**src/rtl/fb_pkg.sv**
```systemverilog
// Shared types, default geometry and helpers for the frame-buffer writer.
package fb_pkg;

    localparam int          HDISP_DFLT       = 800;
    localparam int          VDISP_DFLT       = 480;
    localparam int          BURSTSIZE_DFLT   = 16;
    localparam int          DEPTH_WIDTH_DFLT = 5;
    localparam logic [31:0] BASE_ADDR_DFLT   = 32'h0;

    localparam int FRAME_WORDS = HDISP_DFLT * VDISP_DFLT;
    localparam int FRAME_BYTES = 4 * FRAME_WORDS;

    typedef enum logic {
        IDLE  = 1'b0,
        BURST = 1'b1
    } wr_state_t;

    // One 32-bit SDRAM word per pixel, upper byte unused.
    function automatic logic [31:0] pack_pixel(input logic [23:0] rgb);
        return {8'h00, rgb};
    endfunction

endpackage

```
**src/rtl/fb_writer_if.sv**
```systemverilog
// Pixel stream and Avalon-MM write bus bundles for the frame-buffer writer.
interface pix_stream_if;
    logic        pix_valid;
    logic        pix_sof;
    logic [23:0] pix_data;
    logic        pix_ready;

    modport master (output pix_valid, output pix_sof, output pix_data, input  pix_ready);
    modport slave  (input  pix_valid, input  pix_sof, input  pix_data, output pix_ready);
endinterface

interface avm_wr_if;
    logic [31:0] avm_address;
    logic        avm_write;
    logic [31:0] avm_writedata;
    logic [3:0]  avm_byteenable;
    logic [5:0]  avm_burstcount;
    logic        avm_waitrequest;

    modport master (output avm_address, output avm_write, output avm_writedata,
                    output avm_byteenable, output avm_burstcount, input avm_waitrequest);
    modport slave  (input  avm_address, input  avm_write, input  avm_writedata,
                    input  avm_byteenable, input  avm_burstcount, output avm_waitrequest);
endinterface

```
**src/rtl/sync_fifo.sv**
```systemverilog
// Single-clock show-ahead FIFO: rdata always presents the head entry.
module sync_fifo #(
    parameter int DATA_WIDTH  = 24,
    parameter int DEPTH_WIDTH = 5
) (
    input  logic                   clk,
    input  logic                   rst_n,
    input  logic                   push,
    input  logic [DATA_WIDTH-1:0]  wdata,
    input  logic                   pop,
    output logic [DATA_WIDTH-1:0]  rdata,
    output logic [DEPTH_WIDTH:0]   count,
    output logic                   full,
    output logic                   empty
);

    localparam logic [DEPTH_WIDTH:0] DEPTH = (DEPTH_WIDTH+1)'(2**DEPTH_WIDTH);

    logic [DATA_WIDTH-1:0]  mem [2**DEPTH_WIDTH];
    logic [DEPTH_WIDTH-1:0] wr_ptr;
    logic [DEPTH_WIDTH-1:0] rd_ptr;
    logic                   wr_en;
    logic                   rd_en;

    assign full  = (count == DEPTH);
    assign empty = (count == '0);
    assign wr_en = push && !full;
    assign rd_en = pop && !empty;
    assign rdata = mem[rd_ptr];

    always_ff @(posedge clk) begin
        if (wr_en) begin
            mem[wr_ptr] <= wdata;
        end
    end

    always_ff @(posedge clk or negedge rst_n) begin
        if (!rst_n) begin
            wr_ptr <= '0;
            rd_ptr <= '0;
            count  <= '0;
        end else begin
            if (wr_en) wr_ptr <= wr_ptr + 1'b1;
            if (rd_en) rd_ptr <= rd_ptr + 1'b1;
            case ({wr_en, rd_en})
                2'b10:   count <= count + 1'b1;
                2'b01:   count <= count - 1'b1;
                default: count <= count;
            endcase
        end
    end

endmodule

```
**src/rtl/fb_writer.sv**
```systemverilog
// Pixel stream to SDRAM frame buffer: buffers pixels and emits fixed-length Avalon write bursts.
//   state | meaning
//   IDLE  | waiting for a full burst of pixels in the FIFO
//   BURST | avm_write high, one FIFO word per accepted beat
module fb_writer import fb_pkg::*; #(
    parameter int          HDISP       = HDISP_DFLT,
    parameter int          VDISP       = VDISP_DFLT,
    parameter int          BURSTSIZE   = BURSTSIZE_DFLT,
    parameter logic [31:0] BASE_ADDR   = BASE_ADDR_DFLT,
    parameter int          DEPTH_WIDTH = DEPTH_WIDTH_DFLT
) (
    input  logic        clk,
    input  logic        rst_n,
    pix_stream_if.slave pix,
    avm_wr_if.master    avm,
    output logic        frame_done,
    output logic        sof_err
);

    localparam int          FRAME_W     = HDISP * VDISP;
    localparam int          CNT_W       = $clog2(FRAME_W);
    localparam int          BEAT_W      = $clog2(BURSTSIZE + 1);
    localparam logic [31:0] BURST_BYTES = 32'(4 * BURSTSIZE);
    localparam logic [31:0] WRAP_ADDR   = BASE_ADDR + 32'(4 * FRAME_W);

    wr_state_t              state_q, state_d;
    logic                   synced;
    logic                   ready;
    logic                   accept;
    logic                   push;
    logic                   pop;
    logic                   wr_en;
    logic                   load_beats;
    logic                   last_beat;
    logic                   fifo_full;
    logic                   fifo_empty;
    logic [DEPTH_WIDTH:0]   fifo_count;
    logic [23:0]            fifo_rdata;
    logic [CNT_W-1:0]       pix_cnt;
    logic [BEAT_W-1:0]      beats_left;
    logic [31:0]            addr_q;

    // Unsynchronised pixels are swallowed, so ready only throttles once synced.
    assign ready         = !synced || !fifo_full;
    assign pix.pix_ready = ready;
    assign accept        = pix.pix_valid && ready;
    assign push          = accept && (synced || pix.pix_sof);
    assign wr_en         = (state_q == BURST);
    assign pop           = wr_en && !avm.avm_waitrequest && !fifo_empty;

    assign avm.avm_write      = wr_en;
    assign avm.avm_address    = addr_q;
    assign avm.avm_writedata  = pack_pixel(fifo_rdata);
    assign avm.avm_byteenable = 4'hf;
    assign avm.avm_burstcount = 6'(BURSTSIZE);

    sync_fifo #(
        .DATA_WIDTH  (24),
        .DEPTH_WIDTH (DEPTH_WIDTH)
    ) u_fifo (
        .clk   (clk),
        .rst_n (rst_n),
        .push  (push),
        .wdata (pix.pix_data),
        .pop   (pop),
        .rdata (fifo_rdata),
        .count (fifo_count),
        .full  (fifo_full),
        .empty (fifo_empty)
    );

    always_ff @(posedge clk or negedge rst_n) begin
        if (!rst_n) begin
            synced  <= 1'b0;
            sof_err <= 1'b0;
            pix_cnt <= '0;
        end else begin
            if (accept && pix.pix_sof) begin
                synced <= 1'b1;
                // Misplaced SOF is flagged only; the counter keeps its linear position.
                if (synced && pix_cnt != '0) sof_err <= 1'b1;
            end
            if (push) begin
                pix_cnt <= (pix_cnt == CNT_W'(FRAME_W - 1)) ? '0 : pix_cnt + 1'b1;
            end
        end
    end

    always_ff @(posedge clk or negedge rst_n) begin
        if (!rst_n) state_q <= IDLE;
        else        state_q <= state_d;
    end

    always_comb begin
        state_d    = state_q;
        load_beats = 1'b0;
        last_beat  = 1'b0;
        case (state_q)
            IDLE: begin
                if (fifo_count >= (DEPTH_WIDTH+1)'(BURSTSIZE)) begin
                    state_d    = BURST;
                    load_beats = 1'b1;
                end
            end
            BURST: begin
                if (pop && beats_left == '0) begin
                    state_d   = IDLE;
                    last_beat = 1'b1;
                end
            end
            default: state_d = IDLE;
        endcase
    end

    always_ff @(posedge clk or negedge rst_n) begin
        if (!rst_n) begin
            beats_left <= '0;
            addr_q     <= BASE_ADDR;
            frame_done <= 1'b0;
        end else begin
            frame_done <= 1'b0;
            if (load_beats)             beats_left <= BEAT_W'(BURSTSIZE - 1);
            else if (pop && !last_beat) beats_left <= beats_left - 1'b1;
            if (last_beat) begin
                if (addr_q + BURST_BYTES == WRAP_ADDR) begin
                    addr_q     <= BASE_ADDR;
                    frame_done <= 1'b1;
                end else begin
                    addr_q <= addr_q + BURST_BYTES;
                end
            end
        end
    end

endmodule

```
**src/flat_wrapper.sv**
```systemverilog
// flat-port wrapper written by rule: the top's interface ports become plain ports
module fb_writer_flat import fb_pkg::*;
#(
    parameter int          HDISP       = HDISP_DFLT,
    parameter int          VDISP       = VDISP_DFLT,
    parameter int          BURSTSIZE   = BURSTSIZE_DFLT,
    parameter logic [31:0] BASE_ADDR   = BASE_ADDR_DFLT,
    parameter int          DEPTH_WIDTH = DEPTH_WIDTH_DFLT
)
  (clk, rst_n, frame_done, sof_err, pix_pix_valid, pix_pix_sof, pix_pix_data, pix_pix_ready, avm_avm_address, avm_avm_write, avm_avm_writedata, avm_avm_byteenable, avm_avm_burstcount, avm_avm_waitrequest);
  pix_stream_if pix_i ();
  avm_wr_if avm_i ();
  input  logic clk;
  input  logic rst_n;
  output logic frame_done;
  output logic sof_err;
  input wire logic [$bits(pix_i.pix_valid)-1:0] pix_pix_valid;
  input wire logic [$bits(pix_i.pix_sof)-1:0] pix_pix_sof;
  input wire logic [$bits(pix_i.pix_data)-1:0] pix_pix_data;
  output wire logic [$bits(pix_i.pix_ready)-1:0] pix_pix_ready;
  output wire logic [$bits(avm_i.avm_address)-1:0] avm_avm_address;
  output wire logic [$bits(avm_i.avm_write)-1:0] avm_avm_write;
  output wire logic [$bits(avm_i.avm_writedata)-1:0] avm_avm_writedata;
  output wire logic [$bits(avm_i.avm_byteenable)-1:0] avm_avm_byteenable;
  output wire logic [$bits(avm_i.avm_burstcount)-1:0] avm_avm_burstcount;
  input wire logic [$bits(avm_i.avm_waitrequest)-1:0] avm_avm_waitrequest;
  assign pix_i.pix_valid = pix_pix_valid;
  assign pix_i.pix_sof = pix_pix_sof;
  assign pix_i.pix_data = pix_pix_data;
  assign pix_pix_ready = pix_i.pix_ready;
  assign avm_avm_address = avm_i.avm_address;
  assign avm_avm_write = avm_i.avm_write;
  assign avm_avm_writedata = avm_i.avm_writedata;
  assign avm_avm_byteenable = avm_i.avm_byteenable;
  assign avm_avm_burstcount = avm_i.avm_burstcount;
  assign avm_i.avm_waitrequest = avm_avm_waitrequest;
  fb_writer #(.HDISP(HDISP), .VDISP(VDISP), .BURSTSIZE(BURSTSIZE), .BASE_ADDR(BASE_ADDR), .DEPTH_WIDTH(DEPTH_WIDTH)) u_core (.clk(clk), .rst_n(rst_n), .pix(pix_i), .avm(avm_i), .frame_done(frame_done), .sof_err(sof_err));
endmodule
```
**config.mk**
```make
export PLATFORM = sky130hd
export DESIGN_NAME = fb_writer_flat
export DESIGN_NICKNAME = d
export VERILOG_FILES = /design/src/rtl/fb_pkg.sv /design/src/rtl/fb_writer_if.sv /design/src/rtl/sync_fifo.sv /design/src/rtl/fb_writer.sv /design/src/flat_wrapper.sv
export SDC_FILE = /design/constraint.sdc
export NUM_CORES = 1
export LEC_CHECK = 0
export ABC_CLOCK_PERIOD_IN_PS = 6500
export CAP_MARGIN = 20
export CORE_ASPECT_RATIO = 2
export CORE_MARGIN = 8
export CORE_UTILIZATION = 25
export CTS_BUF_LIST = sky130_fd_sc_hd__clkbuf_16
export CTS_CLUSTER_SIZE = 14
export DETAILED_ROUTE_END_ITERATION = 6
export DONT_BUFFER_PORTS = 1
export GPL_TIMING_DRIVEN = 0
export PLACE_DENSITY_LB_ADDON = 0.2
export REMOVE_ABC_BUFFERS = 1
export SETUP_SLACK_MARGIN = 0.02
export SLEW_MARGIN = 20
export SYNTH_ARGS = -nofsm -noshare
export SYNTH_HDL_FRONTEND = slang
export SYNTH_SLANG_ARGS = --single-unit
```
**constraint.sdc**
```tcl
create_clock -name clk -period 6.5 [get_ports clk]
set_input_delay 0.975 -clock clk [delete_from_list [all_inputs] [get_ports clk]]
set_output_delay 0.975 -clock clk [all_outputs]
set_load 0.01 [all_outputs]
```
After elaboration in Yosys (flattened, before gate mapping):

Memories as Yosys holds them, arrays and structs flattened.
Index checks and enable logic that the tools add are counted.

* add/sub/neg operators: 7
* magnitude comparators: 1
* equality and inequality tests: 5
* mux-type cells: 15
* bitwise operators: 1
* reduce and logical (&&, ||, !) cells: 23

Operator list (number)
* 32-bit by 7-bit adder with 32-bit output (second input constant): 1
* 32-bit by 21-bit equality test with 1-bit output (second input constant): 1
* 32-bit two-way mux: 1
* 19-bit by 1-bit adder with 19-bit output (second input constant): 1
* 19-bit equality test (second input constant): 1
* 19-bit two-way mux: 1
* 19-bit nonzero test: 1
* 6-bit case mux with 2 select lines: 1
* 5-bit by 1-bit adder with 5-bit output (second input constant): 2
* 1-bit logical AND: 10
* 5-bit two-way mux: 2
* 1-bit two-way mux: 9
* 6-bit by 1-bit adder with 6-bit output (second input constant): 1
* 6-bit equality test (second input constant): 1
* 6-bit by 5-bit >= comparator with 1-bit output (second input constant): 1
* 6-bit logical NOT: 1
* 6-bit by 1-bit subtractor with 6-bit output (second input constant): 1
* 1-bit logical NOT: 5
* 5-bit logical NOT: 1
* 5-bit by 1-bit subtractor with 5-bit output (second input constant): 1
* 2-bit nonzero test: 2
* 2-bit by 1-bit equality test with 1-bit output (second input constant): 1
* 2-bit equality test (second input constant): 1
* 1-bit logical OR: 2
* other kinds (3): 3

* flip-flop bits (word level): 76
* memory bits (writable): 768
* word-level logic and storage cells: 63
* memories: 1

Memories
* u_core.u_fifo.mem: words 32, width 24, read ports 1, clocked after memory_dff 0, wr ports 1, RTL line sync_fifo.sv:19 `logic [DATA_WIDTH-1:0] mem [2**DEPTH_WIDTH];`

Longest topological paths before layout:

* depth in word-level cells: 10
* mapped depth: 12
* depth with buffers taken out: 12

By module:

From an unflattened synthesis, not the netlist that was laid out.

* cells, all modules: 1796
* area, all modules: 33707.3 µm²

By module, submodules not included
* sync_fifo: times used 1, cells an instance 1399, area each 30161.4 µm², sequential area each 23462.5 µm²
* fb_writer: times used 1, cells an instance 397, area each 3545.9 µm², sequential area each 1351.3 µm²

Worst setup path after synthesis:

Ideal clock, no wire load.

* kind: flip-flop to output port
* start: register u_core.u_fifo.rd_ptr[0]
* end: output avm_avm_writedata[0]
* arrival time: 2.507 ns
* slack: 3.018 ns
* stages on the path, launching flop included: 7
* path through: dfrtp_1 > clkbuf_1 > buf_2 > buf_1 > mux4_2 > mux4_2 > mux2_2

* cells in the longest elaborated chain, start to end: 1

RTL lines
* start: declaration: RTL line sync_fifo.sv:21 `logic [DEPTH_WIDTH-1:0] rd_ptr;`
* start signal: assignment: RTL line sync_fifo.sv:44 `if (rd_en) rd_ptr <= rd_ptr + 1'b1;`
* memory 32 x 24 bit
* end: declaration: RTL line flat_wrapper.sv:23 `output wire logic [$bits(avm_i.avm_writedata)-1:0] avm_avm_writedata;`

Every way passes these cells.

Worst setup path in the final report:

* start: register u_core.u_fifo.rd_ptr[0]
* end: output avm_avm_writedata[23]

Same word-level chain as after synthesis.

==> run_results.csv <==
group,metric,value,unit
timing,finalSetupViolCount,0,
clock_tree,cts_setup_buffers,0,
placement,place_inst,3307,
timing,final.period_utilization,74.7,%
final_layout,area_growth,19.0,%
job,drv_cap,0,
timing,period_needed,4.86,ns
grt,antenna_found_initial,1,
worst_setup_path,worstRegToRegCells,11,
worst_setup_path,rr_endpoint,"u_core.u_fifo.count[5]",
run_status,status,"completed",
logic_synthesis,avgSynthCellArea,20.9,um^2
detailed_routing,wl_per_cell,25.0,um
power,p_leak,12.5,nW
timing,worstMarginPinSlew,1.12,ns
detailed_routing,drc_errors,0,
power,pwr-share-clk,29.6,%
clock_tree,clk_pin_slew_worst_paths,0.07,ns
worst_setup_path,slowest_stage,"dfrtp_4",
final_layout,seqCellArea,24800,um^2
grt,grt_pass1_wl,125000,um
floorplanning,rows,189,
placement,hpwlAfterDp,57100,um
final_layout,final_common_cell,"edfxtp_1",
detailed_routing,antenna_left,0,
logic_synthesis,yosys_warnings,0,
placement,place_ws,2.17,ns
power,powerDensity,395,nW/um^2
power,p_sw_share,29.4,%
logic_synthesis,ys.flop_type,"edfxtp_1",
grt,gr-usage-all-layers,11.8,%
logic_synthesis,synthesis.area,33400,um^2
final_layout,layout_common_cells,"edfxtp_1, mux4_2, clkbuf_16",
detailed_routing,drt_iter0_markers,840,
logic_synthesis,seq_area_frac_synth,74.3,%
timing,rsz0062_at_grt,"no",
grt,grt_overflow,0,
detailed_routing,vias,15700,
final_layout,nNetsFinal,1717,
worst_setup_path,rrSetupSlack,2.67,ns
floorplanning,die_y,533,um
grt,grt_pass1_vias,17400,
logic_synthesis,synth-seq-cells,838,
clock_tree,cts-root-buf,"clkbuf_16",
power,internal_power,11.1,mW
final_layout,n_fill_cell,12700,
timing,max-slew-margin-rel,24.4,%
worst_setup_path,end_kind,"primary output",
worst_setup_path,max_stage_delay,0.73,ns
logic_synthesis,synth-async-reset-ratio,8.35,%
final_layout,multi_input_area,8330,um^2
clock_tree,cts_buffer_depth,3,
worst_setup_path,r2r-start,"u_core.u_fifo.count[0]",
floorplanning,ioPinCount,107,
grt,grt_max_degree,71,
logic_synthesis,post_synth_num_cell_types,56,
clock_tree,cts-buffers-inserted,80,
detailed_routing,dr.pass1.iters,4,
worst_setup_path,cp-start-kind,"flop",
floorplanning,core_area,133000,um^2
worst_setup_path,worstSetupPathType,"reg2out",
power,p_comb_share,27.8,%
timing,fmax,206,MHz
final_layout,utilization,30.0,%
clock_tree,clkLatencyLatePin,0.66,ns
worst_setup_path,cp.arrival,3.88,ns
power,p_sw,4.61,mW
power,peakVddDrop,0.000233,V
power,power.total,15.7,mW
timing,fin_skew,0.0328,ns
clock_tree,cts_tree,"built",
timing,timing.final.hold_violations,0,
final_layout,final_cells,3456,
timing,maxSlewViolCount,0,
worst_setup_path,path_max_fanout,29,
placement,gp_congestion,0.753,
clock_tree,ctsHtreeMaxLevel,3,
placement,port_buffers,0,
clock_tree,hold_buffers,1,
logic_synthesis,netlist_instances,1601,
floorplanning,start_util,25.2,%
floorplanning,die_area,146000,um^2
final_layout,drive_above_1_share,29.0,%
detailed_routing,vias_per_cell,4.55,
timing,fin_ws,1.64,ns
detailed_routing,totalWireLength,86500,um
worst_setup_path,cp.required,5.52,ns
power,power_frac_seq,42.6,%
hold_path,hold_class,"in2async",
worst_setup_path,cpMostUsedCell,"buf_16",
logic_synthesis,synth_edf_count,768,
clock_tree,cts_resized,0,
worst_setup_path,worstPathCellList,"buf_16 > buf_16 > buf_16 > buf_12 > mux4_2 > mux4_2 > mux2_2",
clock_tree,clock_sinks,838,
floorplanning,die_w,274,um
## synth_stat cells (all sizes together) (6+ instances only)
library cell	number	area, um^2
a21oi	15	75.1
and2	6	37.5
and3	13	81.3
buf	53	307
clkbuf	52	196
dfrtp	70	1750
edfxtp	768	23100
ha	16	200
inv	18	67.6
mux2	26	293
mux4	240	5410
nand2	52	195
nand2b	6	37.5
nand3	26	130
nand4	16	115
nor2	65	251
nor3	17	85.1
nor4	16	100
o21ai	26	130
xnor2	31	272
xor2	22	193
## cell families after synthesis
kind of cell | share of synthesized area (%)
flops | 74.3
mux | 17.1
simple gates | 3.52
buf+inv | 1.71
compound gates | 1.26
xor+xnor | 1.39
fa+ha+maj | 0.659
other cells | 0.0225
## cell type report
class	count	area share (%)
Clock buffer	81	5.10
Tap cell	1719	5.41
Inverter	18	0.170
Antenna cell	1	0.00630
Sequential cell	838	62.5
Clock inverter	66	1.34
Multi-Input combinational cell	662	21.0
Timing Repair Buffer	71	4.52
## per-layer routing
layer | vias up | share of wire [%] | wire, um | GRT usage (%)
met1 | 8505 | 36 | 31400 | 12.8
met5 | - | 0 | 0 | 0
met4 | 0 | 3.1 | 2660 | 4.05
met2 | 398 | 55 | 47600 | 22.2
met3 | 136 | 5.6 | 4800 | 2.75
li1 | 6671 | - | - | -
## metrics by stage
step | TNS, ns | area, um^2 | hold slack, ns
finish | 0 | 39700 | 0.199
global route | 0 | 39700 | 0.164
floorplan | -86.28 | 33000 | 0.455
CTS | 0 | 39700 | 0.131
global placement | -199.04 | 35100 | 0.485
detailed placement | 0 | 37100 | 0.477
## flip-flops by register name, summed over array words and instances (netlist names)
name	cells
u_core.pix_cnt	19
u_core.u_fifo.mem	768
u_core.sof_err	1
u_core.u_fifo.count	6
u_core.avm.avm_write	1
u_core.u_fifo.wr_ptr	5
u_core.frame_done	1
u_core.beats_left	5
u_core.synced	1
u_core.u_fifo.rd_ptr	5
u_core.avm.avm_address	26
## how the worst max path moves through the flow
| stage | start | end | slack [ns] | cells past startpoint |
|---|---|---|---|---|
| 3_3_place_gp | u_core.u_fifo.rd_ptr[0] | avm_avm_writedata[15] | -7.24 | 3 |
| 4_1_cts | u_core.u_fifo.rd_ptr[0] | avm_avm_writedata[23] | 1.44 | 7 |
| 5_1_grt | u_core.u_fifo.rd_ptr[0] | avm_avm_writedata[4] | 1.36 | 7 |
| 6_report | u_core.u_fifo.rd_ptr[0] | avm_avm_writedata[23] | 1.64 | 7 |
| 3_5_place_dp | u_core.u_fifo.rd_ptr[0] | avm_avm_writedata[23] | 2.17 | 7 |
| 2_1_floorplan | u_core.u_fifo.rd_ptr[0] | avm_avm_writedata[0] | -3.26 | 3 |
## power by group through the flow
stage               Combinational [mW]  Sequential [mW]  Clock (mW)
floorplan                         3.08             7.04           0
global placement                  3.63             7.35           0
detailed placement                4.54             6.82           0
CTS                               4.56             6.70        4.81
global route                      4.73             6.73        4.99
finish                            4.37             6.69        4.65
## worst max-delay path: cells and delay by family (launching register included)
family                 cells  cell delay (ns)
muxes                      3             1.34
buffers and inverters      4             1.06
DFF                        1             0.73
Note: power is estimated with default switching activity, not from simulation.
